--- src/rtl/x_ram_sweep.sv ---
// Single-port distributed RAM: synchronous write, asynchronous read, and a
// sequencer that fills every word with INIT_VAL after reset and on CLR.
module x_ram_sweep #(
    parameter int               WIDTH      = 8,
    parameter int               ADDR_WIDTH = 4,
    parameter logic [WIDTH-1:0] INIT_VAL   = '0,
    parameter                   LOC        = "UNPLACED"
) (
    input  logic                  CLK,
    input  logic                  RST_N,
    input  logic [ADDR_WIDTH-1:0] ADR,
    input  logic [WIDTH-1:0]      I,
    input  logic                  WE,
    input  logic                  CLR,
    output logic [WIDTH-1:0]      O,
    output logic                  BUSY
);

    localparam int DEPTH = 1 << ADDR_WIDTH;
    localparam logic [ADDR_WIDTH-1:0] LAST = ADDR_WIDTH'(DEPTH - 1);

    typedef enum logic {SWEEP, IDLE} state_t;

    state_t                state, state_nxt;
    logic [ADDR_WIDTH-1:0] cnt, cnt_nxt;
    logic                  wr_en;
    logic [ADDR_WIDTH-1:0] wr_adr;
    logic [WIDTH-1:0]      wr_dat;
    logic [WIDTH-1:0]      mem [DEPTH];

    // Placement hint only; carries no logic.
    if (LOC == "") begin : g_unplaced
    end

    always_ff @(posedge CLK or negedge RST_N) begin
        if (!RST_N) begin
            state <= SWEEP;
            cnt   <= '0;
        end else begin
            state <= state_nxt;
            cnt   <= cnt_nxt;
        end
    end

    always_comb begin
        state_nxt = state;
        cnt_nxt   = cnt;
        wr_en     = 1'b0;
        wr_adr    = ADR;
        wr_dat    = I;
        case (state)
            SWEEP: begin
                wr_en  = 1'b1;
                wr_adr = cnt;
                wr_dat = INIT_VAL;
                if (cnt == LAST) begin
                    state_nxt = IDLE;
                    cnt_nxt   = '0;
                end else begin
                    cnt_nxt = cnt + 1'b1;
                end
            end
            IDLE: begin
                // CLR takes priority and drops a coincident user write.
                if (CLR) begin
                    state_nxt = SWEEP;
                    cnt_nxt   = '0;
                end else if (WE) begin
                    wr_en = 1'b1;
                end
            end
            default: begin
                state_nxt = SWEEP;
                cnt_nxt   = '0;
            end
        endcase
    end

    // The array itself is never reset; a low RST_N only suppresses the write.
    always_ff @(posedge CLK) begin
        if (wr_en && RST_N)
            mem[wr_adr] <= wr_dat;
    end

    assign O    = mem[ADR];
    assign BUSY = (state == SWEEP);

endmodule
--- config.mk ---
export PLATFORM = sky130hd
export DESIGN_NAME = x_ram_sweep
export DESIGN_NICKNAME = d
export VERILOG_FILES = /design/src/rtl/x_ram_sweep.sv
export SDC_FILE = /design/constraint.sdc
export NUM_CORES = 1
export LEC_CHECK = 0
export CELL_PAD_IN_SITES_DETAIL_PLACEMENT = 1
export CELL_PAD_IN_SITES_GLOBAL_PLACEMENT = 2
export CORE_MARGIN = 1
export CORE_UTILIZATION = 25
export CTS_CLUSTER_DIAMETER = 150
export DETAILED_ROUTE_END_ITERATION = 6
export PLACE_DENSITY = 0.57
export SLEW_MARGIN = 30
export SYNTH_ARGS = -nofsm -noshare
export SYNTH_HDL_FRONTEND = slang
export SYNTH_SLANG_ARGS = --single-unit
--- constraint.sdc ---
create_clock -name CLK -period 4.6 [get_ports CLK]
set_input_delay 0.46 -clock CLK [delete_from_list [all_inputs] [get_ports CLK]]
set_output_delay 0.46 -clock CLK [all_outputs]
set_load 0.01 [all_outputs]
==> summary.md <==
| Metric | Value |
|---|---|
| Syn Inst Count | `a little under 300` |
| Initial antenna violation count | `0` |
| Initial Util | `25.7%` |
| Slowest stage delay, CP | `approximately 0.52 ns` |
| Total of cells resized after clock tree synthesis | `0` |
| HPWL after detailed placement | `8140 microns` |
| Die width | `150 microns` |
| Synth cell types | `33` |
| Synth-to-layout area growth | `20.8%` |
| Max Slew Vio Count | `0` |
| Syn_nets | `between 300 and 400` |
| Synth Warn # | `0` |
| Place WS | `1.02 ns` |
| Worst slew margin | `35.0%` |
| Cts bufs inserted | `17` |
| Clk_skew | `between 0.007 and 0.008 ns` |
| Post-synth top area share | `70.4%` |
| Pwr/cell area | `539 nW/um^2` |
| TritonCTS clock tree | `yes` |
| Top cells by area, synth | `edfxtp_1 70%, mux2_2 5.2%, mux4_2 4.5%` |
| DR vias/cell | `approximately 4.5` |
| Row count | `53` |
| Vias in the first global route | `3052` |
| Startpoint type of the worst setup path | `input pin` |
| PnR worst setup slack | `1.53 ns` |
| RSZ-0062 raised after global routing | `no` |
| Vias | `~2800` |
| Io pins | `25` |
| Setup violators final | `0` |
| Placed Instance Area | `~6000 sq um` |
| Placer Congestion | `0.712` |
| Worst EP arrival | `2.61 ns` |
| Register clock-pin slew on the reported worst setup and hold paths | `0.06 ns` |
| Slew @ Worst Pin | `0.971 ns` |
| Critical path, cell by cell | `buf_2, buf_4, mux4_2, o22ai_1, o22ai_1, clkdlybuf4s50_1` |
| Crit. End Element | `primary output` |
| Avg Synthesized Cell Area | `18.4 sq um` |
| Share of cells above drive strength 1 | `23.1%` |
| Clock latency on the worst-skew pair | `0.43 ns` |
| Starting DRC count in detailed routing | `203` |
| 1st-pass router iterations | `4` |
| Setup CP Type | `in2out` |
| Port Buffers | `24` |
| Global-route wire length before repair | `about 19000 microns` |
| Crit path required time | `4.14 ns` |
| Fin. Hold Viols | `0` |
| Design Area, Final | `6590 sq um` |
| Root Buffer | `clkbuf_16` |
| Critical Path Slowest Stage Cell | `mux4_2` |
| ANT nets after route | `0` |
| Final TNS setup | `0 ns` |
| Routed WL per cell | `approximately 20 microns` |
| ANT cells | `0` |
| Mapped Area | `between 5000 and 6000 sq um` |
| Die Span Y | `about 150 microns` |
| Max-cap viol count | `0` |
| CTS sink cnt | `133` |
| CP Buf/Inv Count | `3` |
| # fillers | `between 2000 and 2500` |
| Detailed Route WL | `about 13000 microns` |
| CP delay by family, top | `buffers and inverters` |
| Max FO, Critical Path | `21` |
| DIE AREA | `22400 sq um` |
| P_leak | `roughly 2.1 nW` |
| #FFs+latches synth | `133` |
| Hold crit path type | `in2async` |
| H-tree depth | `4` |
| Status | `complete, no violations` |
| Worst-case clock buffer depth | `2` |
| Fmax | `between 0.3 and 0.4 GHz` |
| Area leader, netlist | `edfxtp_1` |
| Worst IR Drop VDD | `0.278 mV` |
| All-Layer GR Usage | `12.3%` |
| Seq/Total Area, Yosys | `72.7%` |
| Fin crit period | `around 3.1 ns` |
| Core Area | `21200 sq um` |
| # Post-CTS Setup Buffers | `0` |
| Hold-fix buffers, CTS | `0` |
| Final nets | `342` |
| Final critical-path share of the clock period | `66.7%` |
| Grt total ovfl | `0` |
| DRC | `0` |
| Largest net degree at the start of global routing | `41` |
| Most frequent CP cell | `o22ai_1` |
## cells in the mapped netlist
library cell,count
edfxtp_1,128
mux2_2,25
nor2_1,18
o22ai_1,15
mux2i_1,12
mux4_2,11
buf_2,9
and2_1,8
mux4_1,7
nor2b_1,7
o221ai_1,7
dfrtp_1,5
nand2_1,5
a21o_1,4
clkbuf_1,4
o211ai_1,4
a2bb2oi_1,3
buf_6,3
inv_1,3
a21oi_1,2
a31oi_1,2
nand2b_1,2
o2bb2ai_1,2
and3_1,1
and4b_1,1
clkinv_1,1
ha_1,1
nand3_1,1
nand4b_1,1
nor4bb_1,1
o21ai_0,1
or2_2,1
xnor2_1,1
## worst paths after layout
check | startpoint | to | slack (ns) | cells after the start
min reg2reg | cnt[3] | cnt[3] | 0.65 | 2
max reg2reg | state | mem[9][5] | 1.85 | 3
max in group asynchronous | RST_N | cnt[1] | 3.99 | 1
min | RST_N | cnt[2] | 0.33 | 1
min in group CLK | cnt[3] | cnt[3] | 0.65 | 2
max | ADR[0] | O[4] | 1.53 | 6
## worst register-to-register path: stages, from the launching register on
cell and delay, ns:
dfrtp_1 0.82, clkinv_1 0.49, a2bb2oi_1 0.29, nor2_1 0.76
## layout by cell type, fill, tap and decap left out, types with 4 or more instances in the layout
cell type / Yosys / routed
clkbuf_16: 0 / 17
o221ai_1: 7 / 7
dfrtp_1: 5 / 5
and2_1: 8 / 8
nor2b_1: 7 / 7
clkdlybuf4s50_1: 0 / 21
bufinv_16: 0 / 4
nor2_1: 18 / 12
mux2_2: 25 / 25
nor2_2: 0 / 6
o211ai_1: 4 / 4
o22ai_1: 15 / 15
edfxtp_1: 128 / 128
nand2_1: 5 / 5
clkinvlp_4: 0 / 4
mux4_1: 7 / 7
mux4_2: 11 / 11
mux2i_1: 12 / 12
a21o_1: 4 / 4
## power by group
group          internal, mW  switching, mW
sequential             1.54         0.0778
combinational         0.188          0.323
clock                 0.908          0.523
total                  2.63          0.924
## layout make-up
cell class	count	area, sq um	area share, %
well taps	275	344	5.22
flip-flops and latches	133	3970	60.2
multi-input cells	143	1400	21.2
repair buffers	26	243	3.68
clock inverters	15	201	3.06
clock buffers	17	425	6.45
inverters	4	15.0	0.228
## layer usage
layer / track usage (%) / vias up / share of wire [%]
met2: 19.6 / 66 / 49
met1: 15.5 / 1407 / 43
met3: 3.93 / 14 / 6.9
li1: - / 1264 / -
met4: 4.95 / 0 / 1.4
met5: 0 / - / 0
## registers in the layout (all words and copies together) (netlist names)
| signal | flops |
|---|---|
| state | 1 |
| mem | 128 |
| cnt | 4 |
## through the flow
step	utilization (%)	hold slack (ns)	cells	power, mW
finish	31.1	0.326	613	3.56
global route	31.1	0.337	613	3.71
CTS	31.1	0.311	613	3.61
detailed placement	28.1	0.644	581	2.17
global placement	28.1	0.612	581	2.14
floorplan	-	0.164	296	1.95
## cell families (layout without fill, tap and decap cells)
kind of cell | after synthesis | in the layout | synth area share (%)
multiplexers | 55 | 55 | 15.3
flip-flops | 133 | 133 | 72.7
AO/OA/AOI/OAI | 40 | 40 | 5.25
XOR/XNOR | 1 | 1 | 0.161
adder cells (fa/ha/maj) | 1 | 1 | 0.229
AND/OR/NAND/NOR | 46 | 46 | 4.38
buffers and inverters | 20 | 62 | 1.99
Power figures use the tool's default switching activity.
